File: src/rtl/cluster_event_wait_unit.sv
// rtl/cluster_event_wait_unit.sv - per-core event buffer, mask and wait/sleep handshake
//
// Purpose:
//   Consumes the mapped event vector for one core. Event pulses are captured
//   in a sticky buffer, filtered by a software mask, and a wait request from
//   the core either completes at once (masked event pending) or puts the core
//   to sleep by dropping its clock-gate enable until a masked event arrives.
//
// Ports:
//   clk_i, rst_i        cluster clock, asynchronous active-high reset
//   events_i            single-cycle event pulses
//   mask_we_i/wdata_i   event mask write; mask_o shows the current mask
//   buffer_clr_i        write-1-to-clear strobe for buffer bits
//   buffer_o            sticky event buffer
//   wait_req_i          core wait request, held until wait_ack_o
//   wait_clr_i          sampled with the request: clear returned event on ack
//   wait_ack_o          one-cycle completion pulse; wait_id_o carries the ID
//   core_clk_en_o       core clock-gate enable (0 = core sleeping)
//   overflow_o          sticky pulse-on-set-bit flag; overflow_clr_i clears it
//
// Optional feature (macro CLUSTER_EVENT_IRQ_EN):
//   irq_mask_we_i/irq_mask_wdata_i/irq_mask_o  interrupt mask register
//   irq_req_o/irq_id_o  registered interrupt request and lowest pending ID
//   irq_ack_i           clears buffer[irq_id_o]
//   A pending interrupt also wakes a sleeping core.

module cluster_event_wait_unit #(
    parameter int NB_EVENTS = 32,
    localparam int EVT_ID_W = (NB_EVENTS > 1) ? $clog2(NB_EVENTS) : 1
) (
    input  logic                 clk_i,
    input  logic                 rst_i,
    input  logic [NB_EVENTS-1:0] events_i,
    input  logic                 mask_we_i,
    input  logic [NB_EVENTS-1:0] mask_wdata_i,
    output logic [NB_EVENTS-1:0] mask_o,
    input  logic [NB_EVENTS-1:0] buffer_clr_i,
    output logic [NB_EVENTS-1:0] buffer_o,
    input  logic                 wait_req_i,
    input  logic                 wait_clr_i,
    output logic                 wait_ack_o,
    output logic [EVT_ID_W-1:0]  wait_id_o,
    output logic                 core_clk_en_o,
    output logic                 overflow_o,
`ifdef CLUSTER_EVENT_IRQ_EN
    input  logic                 irq_mask_we_i,
    input  logic [NB_EVENTS-1:0] irq_mask_wdata_i,
    output logic [NB_EVENTS-1:0] irq_mask_o,
    output logic                 irq_req_o,
    output logic [EVT_ID_W-1:0]  irq_id_o,
    input  logic                 irq_ack_i,
`endif
    input  logic                 overflow_clr_i
);

    typedef enum logic [1:0] {
        ST_ACTIVE = 2'd0,
        ST_SLEEP  = 2'd1,
        ST_WAKE   = 2'd2,
        ST_ACK    = 2'd3
    } state_t;

    state_t                state_q, state_d;
    logic [NB_EVENTS-1:0]  buffer_q, buffer_d;
    logic [NB_EVENTS-1:0]  mask_q;
    logic [NB_EVENTS-1:0]  pending;
    logic [NB_EVENTS-1:0]  ack_clr_vec;
    logic [NB_EVENTS-1:0]  irq_clr_vec;
    logic                  pending_any;
    logic                  wake_req;
    logic [EVT_ID_W-1:0]   sel_id;
    logic [EVT_ID_W-1:0]   wait_id_q;
    logic                  clr_q;
    logic                  overflow_q, overflow_d;

    // Same-cycle pulses count as pending so a wait issued together with the
    // event completes without a sleep round trip.
    assign pending     = (buffer_q | events_i) & mask_q;
    assign pending_any = |pending;

    // Lowest-index pending event; scanning downwards lets the lowest win.
    always_comb begin
        sel_id = '0;
        for (int i = NB_EVENTS - 1; i >= 0; i--) begin
            if (pending[i]) begin
                sel_id = EVT_ID_W'(i);
            end
        end
    end

    // Clear-on-ack only applies when something was actually returned.
    always_comb begin
        ack_clr_vec = '0;
        if ((state_q == ST_ACK) && clr_q && pending_any) begin
            ack_clr_vec[sel_id] = 1'b1;
        end
    end

    // New pulses win over every clear source in the same cycle.
    assign buffer_d   = (buffer_q & ~buffer_clr_i & ~ack_clr_vec & ~irq_clr_vec) | events_i;
    assign overflow_d = (|(events_i & buffer_q)) | (overflow_q & ~overflow_clr_i);

`ifdef CLUSTER_EVENT_IRQ_EN
    logic [NB_EVENTS-1:0] irq_mask_q;
    logic [NB_EVENTS-1:0] irq_pending;
    logic                 irq_req_q;
    logic [EVT_ID_W-1:0]  irq_id_q;
    logic [EVT_ID_W-1:0]  irq_sel;

    // Computed from the next buffer value so the request drops on the cycle
    // right after the acknowledging clear.
    assign irq_pending = buffer_d & irq_mask_q;

    always_comb begin
        irq_sel = '0;
        for (int i = NB_EVENTS - 1; i >= 0; i--) begin
            if (irq_pending[i]) begin
                irq_sel = EVT_ID_W'(i);
            end
        end
    end

    always_comb begin
        irq_clr_vec = '0;
        if (irq_ack_i) begin
            irq_clr_vec[irq_id_q] = 1'b1;
        end
    end

    always_ff @(posedge clk_i or posedge rst_i) begin
        if (rst_i) begin
            irq_mask_q <= '0;
            irq_req_q  <= 1'b0;
            irq_id_q   <= '0;
        end else begin
            if (irq_mask_we_i) begin
                irq_mask_q <= irq_mask_wdata_i;
            end
            irq_req_q <= |irq_pending;
            irq_id_q  <= irq_sel;
        end
    end

    assign wake_req   = pending_any | irq_req_q;
    assign irq_mask_o = irq_mask_q;
    assign irq_req_o  = irq_req_q;
    assign irq_id_o   = irq_id_q;
`else
    assign irq_clr_vec = '0;
    assign wake_req    = pending_any;
`endif

    // Datapath registers
    always_ff @(posedge clk_i or posedge rst_i) begin
        if (rst_i) begin
            buffer_q   <= '0;
            mask_q     <= '0;
            overflow_q <= 1'b0;
            clr_q      <= 1'b0;
            wait_id_q  <= '0;
        end else begin
            buffer_q   <= buffer_d;
            overflow_q <= overflow_d;
            if (mask_we_i) begin
                mask_q <= mask_wdata_i;
            end
            if ((state_q == ST_ACTIVE) && wait_req_i) begin
                clr_q <= wait_clr_i;
            end
            // Hold the returned ID until the next acknowledge.
            if (state_q == ST_ACK) begin
                wait_id_q <= sel_id;
            end
        end
    end

    // FSM state register
    always_ff @(posedge clk_i or posedge rst_i) begin
        if (rst_i) begin
            state_q <= ST_ACTIVE;
        end else begin
            state_q <= state_d;
        end
    end

    // FSM next-state logic
    always_comb begin
        state_d = state_q;
        case (state_q)
            ST_ACTIVE: begin
                if (wait_req_i) begin
                    state_d = pending_any ? ST_ACK : ST_SLEEP;
                end
            end
            ST_SLEEP: begin
                if (wake_req) begin
                    state_d = ST_WAKE;
                end
            end
            ST_WAKE: begin
`ifdef CLUSTER_EVENT_IRQ_EN
                // An interrupt-only wake keeps the clock running while the
                // interrupt is serviced, and sleeps again once it is gone.
                if (pending_any) begin
                    state_d = ST_ACK;
                end else if (!irq_req_q) begin
                    state_d = ST_SLEEP;
                end
`else
                state_d = ST_ACK;
`endif
            end
            ST_ACK: begin
                state_d = ST_ACTIVE;
            end
            default: begin
                state_d = ST_ACTIVE;
            end
        endcase
    end

    // FSM outputs
    always_comb begin
        wait_ack_o    = (state_q == ST_ACK);
        core_clk_en_o = (state_q != ST_SLEEP);
        wait_id_o     = (state_q == ST_ACK) ? sel_id : wait_id_q;
    end

    assign buffer_o   = buffer_q;
    assign mask_o     = mask_q;
    assign overflow_o = overflow_q;

endmodule

File: config.mk
export PLATFORM = sky130hd
export DESIGN_NAME = cluster_event_wait_unit
export DESIGN_NICKNAME = d
export VERILOG_FILES = /design/src/rtl/cluster_event_wait_unit.sv
export SDC_FILE = /design/constraint.sdc
export NUM_CORES = 1
export LEC_CHECK = 0
export BUFFER_PORTS_ARGS = -buffer_cell sky130_fd_sc_hd__buf_4
export CAP_MARGIN = 20
export CORE_UTILIZATION = 52
export CTS_CLUSTER_SIZE = 12
export DETAILED_ROUTE_END_ITERATION = 7
export PLACE_DENSITY = 0.86
export SYNTH_ARGS = -nofsm -noshare
export SYNTH_HDL_FRONTEND = slang
export SYNTH_SLANG_ARGS = --single-unit
File: constraint.sdc
create_clock -name clk_i -period 3.2 [get_ports clk_i]
set_input_delay 0 -clock clk_i [delete_from_list [all_inputs] [get_ports clk_i]]
set_output_delay 0 -clock clk_i [all_outputs]
set_load 0.005 [all_outputs]
==> out/metrics.yaml <==
routedWlPerCell_um: 21.9
setup-violations-final: 0
antenna_left: 0
crit_chain: "o21ai_0, o21ai_0, a21oi_1, o311ai_1, nand2_2, nand3_1, a31o_2, dlygate4sd3_1"
placedCellCount: 668
fin_tns_setup_ns: 0
hold_viol: 0
port_buffers: 173
async_reset_ff_share_pct: 100
core_area_um2: 7330
drtIter0Drc: 517
grt_pass1_wl_um: 26800
area_delta_synth_final_pct: 63.5
clk_pin_slew_ns: 0.08
max-slew-margin-rel_pct: 60.2
avgSynthCellArea_um2: 9.99
period_minus_slack_ns: 3.17
dieArea_um2: 8060
drv_slew: 0
multi_input_area_um2: 1980
n_antenna_cell: 0
regArea_um2: 1830
wl_met2_um: 8320
post-route-period-util_pct: 99.0
synthTopCellsByArea: "dfrtp_1, mux2_2, inv_1"
maxCapViolCount: 0
syn_nets: 508
grt-ovfl-total: 0
fin_worst_skew_ns: 0.0142
cpMaxStageDelayCell: "dlygate4sd3_1"
clockBufferDepth: 2
yosysMostFrequentCell: "dfrtp_1"
vias: 4867
worst_path_dominant_cell_family: "compound AO/OA/AOI/OAI gates"
dpl.hpwl_um: 10300
synth.distinct_cells: 54
grt_max_degree: 39
numClockSinks: 73
worstSetupEndpointType: "flop"
synth-seq-cells: 73
synth.top_cell.area_share_pct: 45.6
irDropWorstVdd_mv: 0.347
leakagePower_nw: 2.97
grt_antenna_before_repair: 0
dr.pass1.iters: 6
route.met3.wl_um: 1680
cts-root-buf: "clkbuf_8"
syn_area_um2: 4010
track_usage_pct: 42.6
start_util_pct: 54.7
worstSkewPairLatency_ns: 0.36
timing.hold.ws_ns: 0.00685
status: "complete, no violations"
die_h_um: 89.8
cts_tree: "done"
die_w_um: 89.8
drive_gt1_share_pct: 37.3
yosysWarnings: 0
fin_cells: 777
setup_ws_ns: 0.0306
wl_met1_um: 6160
synth_top_area_cell: "dfrtp_1"
synth_common_cells: "dfrtp_1, inv_1, mux2_2"
layout.nets: 780
cp_max_fo: 18
highest_layer: "met4"
ios: 174
post-cts-setup-buffer-count: 0
startpoint_type: "flop"
drc: 0
crit_top_cell: "o21ai_0"
rows: 31
crit_path_max_incr_delay_ns: 0.59
rsz0062_at_grt: "no"
avgViaCountPerCell: 6.26
post-place-ws_ns: 0.491
worstSetupPathType: "reg -> reg"
cp.arrival_ns: 3.39
netlist_instances: 401
wl_um: 17000
globalplace.congestion: 0.902
cts_inserted_buffers: 9
final.fill_count: 333
grt_pass1_vias: 5112
tightestPinTransition_ns: 0.591
synth_edf_count: 0
p_per_area_nw_per_um2: 439
max_freq_mhz: 316
cp.buffers_inverters: 1
cp.required_ns: 3.42
hold_path_class: "in -> reg"
synth_flop_cell: "dfrtp_1"
ys_seq_area_share_pct: 45.6
htree_levels: 3
layout make-up:
cell class | count | share of cell area, %
clock buffers | 13 | 2.27
clock inverters | 3 | 0.611
inverters | 43 | 2.46
multi-input cells | 277 | 30.3
flip-flops and latches | 73 | 27.9
well taps | 99 | 1.89
repair buffers | 269 | 34.6
final timing paths:
| path | from | to | slack, ns | cells after the start |
|---|---|---|---|---|
| min in group asynchronous | rst_i | mask_o[30]$_DFFE_PP0P_ | 0.22 | 3 |
| max in group asynchronous | rst_i | wait_id_q[2]$_DFF_PP0_ | 2.22 | 5 |
| max reg2reg | buffer_o[9]$_DFF_PP0_ | buffer_o[4]$_DFF_PP0_ | 0.03 | 8 |
| min | buffer_clr_i[27] | buffer_o[27]$_DFF_PP0_ | 0.007 | 4 |
| max | buffer_o[9]$_DFF_PP0_ | buffer_o[4]$_DFF_PP0_ | 0.03 | 8 |
| min reg2reg | wait_id_q[2]$_DFF_PP0_ | wait_id_q[2]$_DFF_PP0_ | 0.50 | 1 |
cell usage in the layout, fill, tap and decap left out, types with 2 or more instances in the layout:
cell,synthesis,layout
a211oi_1,4,4
a21oi_1,32,32
a21oi_2,2,2
a221oi_1,4,4
a22o_1,2,2
a22oi_1,7,7
a31o_1,11,11
a31o_2,5,5
a31oi_1,9,9
and4_1,3,3
buf_4,0,175
clkbuf_1,2,3
clkbuf_8,0,10
clkinv_2,0,2
dfrtp_1,73,73
dlygate4sd3_1,0,93
ha_1,5,5
inv_1,43,42
mux2_2,35,35
nand2_1,15,15
nand2_2,2,2
nand3_1,23,23
nand4_1,11,11
nor2_1,17,17
nor2b_1,2,2
nor3_1,7,7
nor3_2,2,2
nor3_4,2,2
o211ai_1,3,3
o21a_1,9,9
o21ai_0,29,22
o21ai_1,7,13
o21ai_2,5,6
o21ai_4,2,2
timing repair:
action	CTS	global route
resized for setup	0	9
hold buffers	93	0
hold endpoints to repair	97	0
endpoints found under the setup margin	0	11
per-layer routing:
layer / up-vias / track usage (%)
met5: - / 0
met4: 0 / 22.1
met3: 95 / 8.54
met2: 420 / 73.4
met1: 2317 / 50.3
li1: 2035 / -
state kept, by name, summed over array words and instances (netlist names):
signal / cells
buffer_o: 32
clr_q: 1
mask_o: 32
overflow_o: 1
state_q: 2
wait_id_q: 5
cells by family (layout without fill, tap and decap cells):
| kind of cell | Yosys count | count (layout) | synth area share, % |
|---|---|---|---|
| AO/OA/AOI/OAI | 141 | 141 | 24.0 |
| adder cells (fa/ha/maj) | 5 | 5 | 1.56 |
| flip-flops | 73 | 73 | 45.6 |
| buffers and inverters | 51 | 328 | 5.03 |
| AND/OR/NAND/NOR | 96 | 96 | 14.0 |
| multiplexers | 35 | 35 | 9.84 |
through the flow:
step	util [%]	area (um^2)	total power, W
3_3_place_gp	73.7	5400	0.00195
2_1_floorplan	-	4010	0.00156
4_1_cts	89.3	6540	0.00280
6_report	89.3	6550	0.00287
3_5_place_dp	74.0	5420	0.00199
5_1_grt	89.3	6550	0.00297
tightest hold or removal path, cell delays in order:
cell and delay, ns:
buf_4 0.08, inv_1 0.04, a21oi_1 0.15, a31oi_1 0.06
report_power, final:
group	internal [W]	switching (W)	total, W
Combinational	0.000487	0.000501	0.000989
Sequential	0.00103	0.000110	0.00114
Clock	0.000381	0.000363	0.000744
(Power assumes the default switching activity.)
